--- src/rtl/cpu_pkg.sv ---
// Shared CPU definitions: branch opcodes, ALU flag positions, branch condition
// decode and the saturating step used by every counter in the branch unit.
package cpu_pkg;

  localparam logic [4:0] BEQ = 5'b10011;
  localparam logic [4:0] BLT = 5'b10100;
  localparam logic [4:0] BGT = 5'b10101;
  localparam logic [4:0] BNE = 5'b10110;

  localparam int FLAG_Z = 1;
  localparam int FLAG_N = 0;

  typedef enum logic [2:0] {
    COND_NONE,
    COND_EQ,
    COND_LT,
    COND_GT,
    COND_NE
  } branch_cond_t;

  function automatic branch_cond_t decode_cond(input logic [4:0] opcode);
    branch_cond_t c;
    case (opcode)
      BEQ:     c = COND_EQ;
      BLT:     c = COND_LT;
      BGT:     c = COND_GT;
      BNE:     c = COND_NE;
      default: c = COND_NONE;
    endcase
    return c;
  endfunction

  function automatic logic cond_taken(input branch_cond_t c, input logic [1:0] flags);
    logic t;
    case (c)
      COND_EQ: t = flags[FLAG_Z];
      COND_LT: t = flags[FLAG_N];
      COND_GT: t = ~flags[FLAG_Z] & ~flags[FLAG_N];
      COND_NE: t = ~flags[FLAG_Z];
      default: t = 1'b0;
    endcase
    return t;
  endfunction

  // One saturating step on a value of up to 32 bits; callers cast to their width.
  function automatic logic [31:0] sat_next(input logic [31:0] val, input logic [31:0] max,
                                           input logic inc, input logic dec);
    logic [31:0] r;
    r = val;
    if (inc && !dec && val != max) r = val + 32'd1;
    else if (dec && !inc && val != 32'd0) r = val - 32'd1;
    return r;
  endfunction

endpackage

--- src/rtl/branch_resolve_unit_sat_counter.sv ---
// Saturating up/down counter (width up to 32 bits) used for the branch statistics.
module sat_counter
  import cpu_pkg::*;
#(
  parameter int W = 16
) (
  input  logic         clk,
  input  logic         rst,
  input  logic         en,
  input  logic         inc,
  input  logic         dec,
  output logic [W-1:0] count
);

  localparam logic [31:0] MAX = 32'((64'd1 << W) - 64'd1);

  always_ff @(posedge clk or posedge rst) begin
    if (rst) begin
      count <= '0;
    end else if (en) begin
      count <= W'(sat_next(32'(count), MAX, inc, dec));
    end
  end

endmodule

--- src/rtl/branch_resolve_unit.sv ---
// EX-stage branch resolution with a per-PC saturating-counter predictor,
// registered redirect to the PC mux, wrong-path squash and statistics.
module branch_resolve_unit
  import cpu_pkg::*;
#(
  parameter int PC_W      = 16,
  parameter int BHT_IDX_W = 4,
  parameter int CTR_W     = 2,
  parameter int STAT_W    = 16
) (
  input  logic              clk,
  input  logic              rst,
  input  logic [PC_W-1:0]   lu_pc,
  output logic              lu_taken,
  input  logic              rs_valid,
  input  logic              rs_stall,
  input  logic [4:0]        rs_opcode,
  input  logic [1:0]        rs_flags,
  input  logic [PC_W-1:0]   rs_pc,
  input  logic              rs_pred,
  input  logic [PC_W-1:0]   rs_target,
  input  logic [PC_W-1:0]   rs_fallthru,
  output logic              pc_branch_sel_out,
  output logic              mispredict,
  output logic [PC_W-1:0]   redirect_pc,
  output logic [STAT_W-1:0] branch_cnt,
  output logic [STAT_W-1:0] mispred_cnt,
  output logic              squash
);

  localparam int BHT_DEPTH = 1 << BHT_IDX_W;
  localparam logic [CTR_W-1:0] CTR_INIT = CTR_W'((1 << (CTR_W - 1)) - 1);
  localparam logic [31:0] CTR_MAX = 32'((1 << CTR_W) - 1);

  logic [CTR_W-1:0] bht [BHT_DEPTH];

  branch_cond_t         cond;
  logic                 eff;
  logic                 resolve;
  logic                 taken;
  logic                 mis;
  logic [BHT_IDX_W-1:0] wr_idx;
  logic [BHT_IDX_W-1:0] rd_idx;

  assign rd_idx   = lu_pc[BHT_IDX_W-1:0];
  assign wr_idx   = rs_pc[BHT_IDX_W-1:0];
  assign lu_taken = bht[rd_idx][CTR_W-1];

  assign cond    = decode_cond(rs_opcode);
  assign eff     = rs_valid & ~rs_stall & ~squash;
  assign resolve = eff & (cond != COND_NONE);
  assign taken   = cond_taken(cond, rs_flags);
  assign mis     = resolve & (taken != rs_pred);

  // squash tracks the registered mispredict; since it blocks eff, it self-clears
  // on the next unstalled cycle.
  always_ff @(posedge clk or posedge rst) begin
    if (rst) begin
      pc_branch_sel_out <= 1'b0;
      mispredict        <= 1'b0;
      redirect_pc       <= '0;
      squash            <= 1'b0;
      for (int i = 0; i < BHT_DEPTH; i++) bht[i] <= CTR_INIT;
    end else if (!rs_stall) begin
      pc_branch_sel_out <= resolve & taken;
      mispredict        <= mis;
      squash            <= mis;
      if (mis) redirect_pc <= taken ? rs_target : rs_fallthru;
      if (resolve) bht[wr_idx] <= CTR_W'(sat_next(32'(bht[wr_idx]), CTR_MAX, taken, ~taken));
    end
  end

  sat_counter #(.W(STAT_W)) u_branch_cnt (
    .clk   (clk),
    .rst   (rst),
    .en    (resolve),
    .inc   (1'b1),
    .dec   (1'b0),
    .count (branch_cnt)
  );

  sat_counter #(.W(STAT_W)) u_mispred_cnt (
    .clk   (clk),
    .rst   (rst),
    .en    (mis),
    .inc   (1'b1),
    .dec   (1'b0),
    .count (mispred_cnt)
  );

  logic unused_pc_bits;
  assign unused_pc_bits = ^{lu_pc[PC_W-1:BHT_IDX_W], rs_pc[PC_W-1:BHT_IDX_W]};

endmodule

--- config.mk ---
export PLATFORM = sky130hd
export DESIGN_NAME = branch_resolve_unit
export DESIGN_NICKNAME = d
export VERILOG_FILES = /design/src/rtl/cpu_pkg.sv /design/src/rtl/branch_resolve_unit_sat_counter.sv /design/src/rtl/branch_resolve_unit.sv
export SDC_FILE = /design/constraint.sdc
export NUM_CORES = 1
export LEC_CHECK = 0
export ABC_CLOCK_PERIOD_IN_PS = 4800
export BUFFER_PORTS_ARGS = -buffer_cell sky130_fd_sc_hd__buf_4
export CORE_ASPECT_RATIO = 0.8
export CORE_MARGIN = 4
export CORE_UTILIZATION = 56
export CTS_BUF_LIST = sky130_fd_sc_hd__clkbuf_16
export CTS_CLUSTER_SIZE = 40
export DETAILED_ROUTE_END_ITERATION = 12
export GPL_ROUTABILITY_DRIVEN = 0
export PLACE_DENSITY_LB_ADDON = 0.2
export SLEW_MARGIN = 20
export SYNTH_ARGS = -nofsm -noshare
export SYNTH_HDL_FRONTEND = slang
export SYNTH_SLANG_ARGS = --single-unit
--- constraint.sdc ---
create_clock -name clk -period 4.8 [get_ports clk]
set_clock_uncertainty 0.15 [all_clocks]
set_input_delay 0.96 -clock clk [delete_from_list [all_inputs] [get_ports clk]]
set_output_delay 0.96 -clock clk [all_outputs]
set_load 0.02 [all_outputs]
## Yosys cells after proc, flatten, opt, wreduce, memory -nomap -nowiden

Index checks and enable logic that the tools add are counted.
W data, S select, Z words.

- Input bits: 76
- Register bits: 82
- Bits in read-only memories: 0
- Output and inout bits: 52
- Memories kept: 0
- Latch bits: 0
- Word-level logic and storage cells: 80
- RAM bits: 0

- Bitwise gates (word level): 13
- Divide/modulo/power cells: 0
- Muxes and demuxes: 16
- $mul: 0
- $add $sub $neg: 4
- Equality and inequality tests: 12
- Reduce and logical (&&, ||, !) cells: 11
- Magnitude comparators: 3
- Shift-type cells: 0

Operators with widths:

| kind | number |
|---|---|
| $add A16 B1 Y16 const B | 2 |
| $bwmux W32 | 1 |
| $ne A16 B16 Y1 const B | 2 |
| $eq A5 B5 Y1 const B | 4 |
| $mux W2 | 9 |
| $bmux W2 S4 | 2 |
| $mux W16 | 1 |
| $pmux W3 S4 | 1 |
| $ge A5 B5 Y1 const B | 2 |
| $not A4 Y5 | 2 |
| $demux W2 S4 | 1 |
| $reduce_and A2 Y1 | 4 |
| $and A1 B1 Y1 | 6 |
| $eq A3 B2 Y1 const B | 2 |
| $lt A5 B1 Y1 const B | 1 |
| $not A1 Y1 | 5 |
| $logic_and A1 B1 Y1 | 4 |
| $pmux W1 S4 | 1 |
| $eq A3 B1 Y1 const B | 1 |
| $eq A3 B3 Y1 const B | 1 |
| $reduce_bool A3 Y1 | 1 |
| $add A2 B1 Y2 const B | 1 |
| $ne A2 B2 Y1 const B | 1 |
| $reduce_bool A2 Y1 | 1 |
| 3 further kinds | 3 |

## Longest topological paths before layout

- Word-level depth: 12
- Mapped depth: 11
- Gate-level depth less buffers: 10

## Modules after synthesis

Synthesis repeated with hierarchy kept, for this count alone.

- Cell total of the unflattened synthesis: 547
- Area, all modules: 5,500.3 µm²

Modules (own cells, without submodules):

| module | instances | seq. area each (µm²) | cells each | area an instance (µm²) |
|---|---|---|---|---|
| branch_resolve_unit | 1 | 1,271.2 | 232 | 2,740.1 |
| sat_counter (u_mispred_cnt) | 1 | 400.4 | 158 | 1,388.8 |
| sat_counter (u_branch_cnt) | 1 | 400.4 | 157 | 1,371.3 |

## Worst setup path after synthesis

No wires, ideal clock.

- Kind: in2reg
- Start: input rs_pc[0]
- End: register bht[0] (netlist bit)
- Setup slack: 1.693 ns
- Cell stages on the path: 10
- Data arrival time: 2.877 ns
- Path buffers: 2
- Setup time: 0.081 ns
- Required time: 4.569 ns
- Path through: buf_4 mux4_2 mux2i_1 mux2_2 inv_2 ha_1 mux2i_2 xnor2_2 buf_6 o21ai_1

- Longest elaborated chain between the ends: 11
- Elaborated cells between the ends (all ways): 20
- Classes of those cells: add/sub: 2; order compare: 2; eq/ne: 1; mux: 10; bitwise: 1; reduce/logical: 4

Ends and longest elaborated chain:

| element | RTL line | text |
|---|---|---|
| from (decl) | branch_resolve_unit.sv:19 | `input logic [PC_W-1:0] rs_pc,` |
| $not A4 Y5 (*) | branch_resolve_unit.sv:69 | `if (resolve) bht[wr_idx] <= CTR_W'(sat_next(32'(bht[wr_idx]), CTR_MAX, taken, ~taken));` |
| branches (longest 9 deep; another with $sub A2 B1 Y2) | -- |  |
| $bwmux W32 (*) | branch_resolve_unit.sv:69 |  |
| to (signal, indexed assignment) | branch_resolve_unit.sv:69 |  |
| to (decl) | branch_resolve_unit.sv:35 | `logic [CTR_W-1:0] bht [BHT_DEPTH];` |

Mark *: on every way between the ends. The select of a mux whose other input is x is not followed.
A chain may end at the register's enable or synchronous reset.

## Worst setup path after layout

- Start: input lu_pc[0]
- End: output lu_taken

- Longest elaborated chain between the ends: 4

Ends and longest elaborated chain:

| element | RTL line | text |
|---|---|---|
| from (decl) | branch_resolve_unit.sv:13 | `input logic [PC_W-1:0] lu_pc,` |
| $not A4 Y5 (implied by the code) | branch_resolve_unit.sv:47 | `assign lu_taken = bht[rd_idx][CTR_W-1];` |
| $bmux W2 S4 | branch_resolve_unit.sv:47 |  |
| $mux W2 (implied by the code) (2 in a row) | branch_resolve_unit.sv:47 |  |
| to (decl) | branch_resolve_unit.sv:14 | `output logic lu_taken,` |

No other way between the ends. The select of a mux whose other input is x is not followed.

==> results.sh <==
export IMPL_vias=3269
export IMPL_cp_slowest_cell="mux4_2"
export IMPL_cap_viol_max_count=0
export IMPL_ir_drop_mv=0.259
export IMPL_cts_tree="built"
export IMPL_drc=0
export IMPL_synthTopCellsByCount="dfrtp_1, nand2_1, nor2_1"
export IMPL_cts_made_buffers=9
export IMPL_synth_area_top_cells="dfrtp_1, dfstp_2, mux4_2"
export IMPL_fin_util=0.752
export IMPL_tightest_slew_ns=0.879
export IMPL_status="complete, no violations"
export IMPL_synth_edff_count=0
export IMPL_clk_path_buf_depth=2
export IMPL_drt_iter0_markers=136
export IMPL_cp_max_fo=4
export IMPL_post_cts_buffers=0
export IMPL_syn_area_um2=4170
export IMPL_pre_cts_ws_ns=1.34
export IMPL_relSlewSlack=0.413
export IMPL_synth_seq_cells=82
export IMPL_synth_ff_type="dfrtp_1"
export IMPL_power_leakage_uw=0.00244
export IMPL_cts_sinks=82
export IMPL_timing_final_ws_setup_ns=1.45
export IMPL_post_cts_resize_count=0
export IMPL_worstReg2RegEnd="bht[20]"
export IMPL_synth_nets=462
export IMPL_via_per_inst=5.66
export IMPL_arrival_ns=2.24
export IMPL_rrSetupSlack_ns=2.17
export IMPL_num_rows=27
export IMPL_boundaryPins=128
export IMPL_grt_overflow_total=0
export IMPL_cts_hold_buffers=0
export IMPL_startpoint="lu_pc[0]"
export IMPL_finalHoldViolCount=0
export IMPL_dp_hpwl_um=7090
export IMPL_synth_top_area_cell="dfrtp_1"
export IMPL_io_buffers=103
export IMPL_r2r_start="bht[17]"
export IMPL_power_density_nw_per_um2=338
export IMPL_die_area_um2=8910
export IMPL_report_final_slew_viol_count=0
export IMPL_postRouteAntennaNets=0
export IMPL_path_cells="buf_4 > mux4_2 > mux4_2 > buf_4"
export IMPL_fin_setup_tns_ns=0
export IMPL_first_global_vias=3383
export IMPL_finalNetCount=566
export IMPL_rsz0062_at_grt="false"
export IMPL_required_ns=3.69
export IMPL_drt_wl_total_um=9660
export IMPL_critPathLaunchType="input port"
export IMPL_holdPathEnd="bht[10]"
export IMPL_final_layout_size_suffix_gt1_frac=0.358
export IMPL_crit_path_max_incr_delay_ns=0.51
export IMPL_h_tree_depth=3
export IMPL_setup_worst_path_end_class="output pin"
export IMPL_synth_top_area_share=0.396
export IMPL_min_period_ns=3.35
export IMPL_ys_warnings_count=0
export IMPL_hold_slack_ns=0.320
export IMPL_dr_pass1_iters=4
export IMPL_postSynthAreaPerCell_um2=10.9
export IMPL_initial_core_util=0.591
export IMPL_grt_max_degree=55
export IMPL_hold_start="bht[10]"
export IMPL_synth_most_common_cell="dfrtp_1"
export IMPL_syn2layout_area_growth_pct=27.2
export IMPL_synth_seq_area_share=0.496
export IMPL_die_x_um=105
export IMPL_critical_path_class="in -> out"
export IMPL_grt_pass1_wl_um=16400
export IMPL_worstRegToRegCells=9
export IMPL_hp_class="reg -> reg"
export IMPL_syn_inst=382
export IMPL_diodes=0
export IMPL_async_flop_share=1.00
export IMPL_track_usage=0.228
export IMPL_clk_latency_ns=0.33
export IMPL_chipHeight_um=85.2
export IMPL_clk_pin_slew_ns=0.06
export IMPL_cts_root_buf="clkbuf_16"
export IMPL_routedWlPerCell_um=16.7
export IMPL_antenna_found_initial=0
export IMPL_setup_violations=0
export IMPL_hold_path_depth=2
export IMPL_coreArea_um2=7060
export IMPL_clock_fmax_mhz=299
export IMPL_finalCritPeriodShare=0.698
export IMPL_synth_lib_cells_used_distinct=47
-- flip-flops by register name (all words and copies together), names as in the netlist --
register and count:
bht 32, redirect_pc 16, u_branch_cnt.count 16, u_mispred_cnt.count 16, pc_branch_sel_out 1, squash 1
-- per-stage QoR --
stage	cell area, µm²	power, µW	instances
after floorplan	4170	975	382
after global placement	5020	1120	562
after detailed placement	5020	1130	562
after CTS	5310	1810	578
after global routing	5310	1880	578
final	5310	1790	578
-- layout by cell type, fill, tap and decap left out, drive strengths merged, types with 7 or more instances in the layout --
master and count:
xnor2 21, nand2 47, nand3 28, xor2 8
clkbuf 9, dfrtp 66, a21oi 17, inv 8
buf 108, dfstp 16, mux2i 21, o21ai 33
and3 13, nand4 10, mux4 13, nor2 30
clkinv 7
-- where the power goes --
part / total [µW] / switching, µW / internal, µW
Clock: 677 / 275 / 402
Combinational: 326 / 175 / 151
Sequential: 792 / 42.0 / 750
-- worst max-delay path by stage --
stage | end | slack, ns | cells after the start
after floorplan | bht[11] | 1.61 | 1
after global placement | bht[22] | 1.41 | 9
after detailed placement | bht[20] | 1.34 | 9
after CTS | lu_taken | 1.44 | 4
after global routing | lu_taken | 1.41 | 4
final | lu_taken | 1.45 | 4
-- logic make-up (layout without fill, tap and decap cells) --
group	after synthesis	count (layout)	share of synthesized area
xor gates and xnor gates	29	29	0.0627
DFF	82	82	0.496
buffers and inverters	24	133	0.0315
adders and majority gates	4	4	0.0120
AOI/OAI and AO/OA	60	60	0.0947
and+or+nand+nor	145	145	0.169
muxes	38	38	0.134
-- layer usage --
layer  track usage  vias to the layer above  part of all wire
met3        0.0601                        9             0.069
met2         0.370                       99              0.50
met1         0.307                     1593              0.42
met4        0.0628                        0             0.011
li1              -                     1568                 -
met5             0                        -                 0
-- worst max-delay path, delay by kind of cell --
family / cells / cell delay (ns)
multiplexers: 2 / 0.97
buffers and inverters: 2 / 0.30
-- area by class of cell --
cell class	count	area (µm²)
Tap cell	87	109
Fill cell	495	1750
Clock buffer	9	225
Clock inverter	7	70.1
Inverter	9	35.0
Multi-Input combinational cell	276	1990
Timing Repair Buffer	108	811
Sequential cell	82	2070
(Power assumes the default switching activity.)
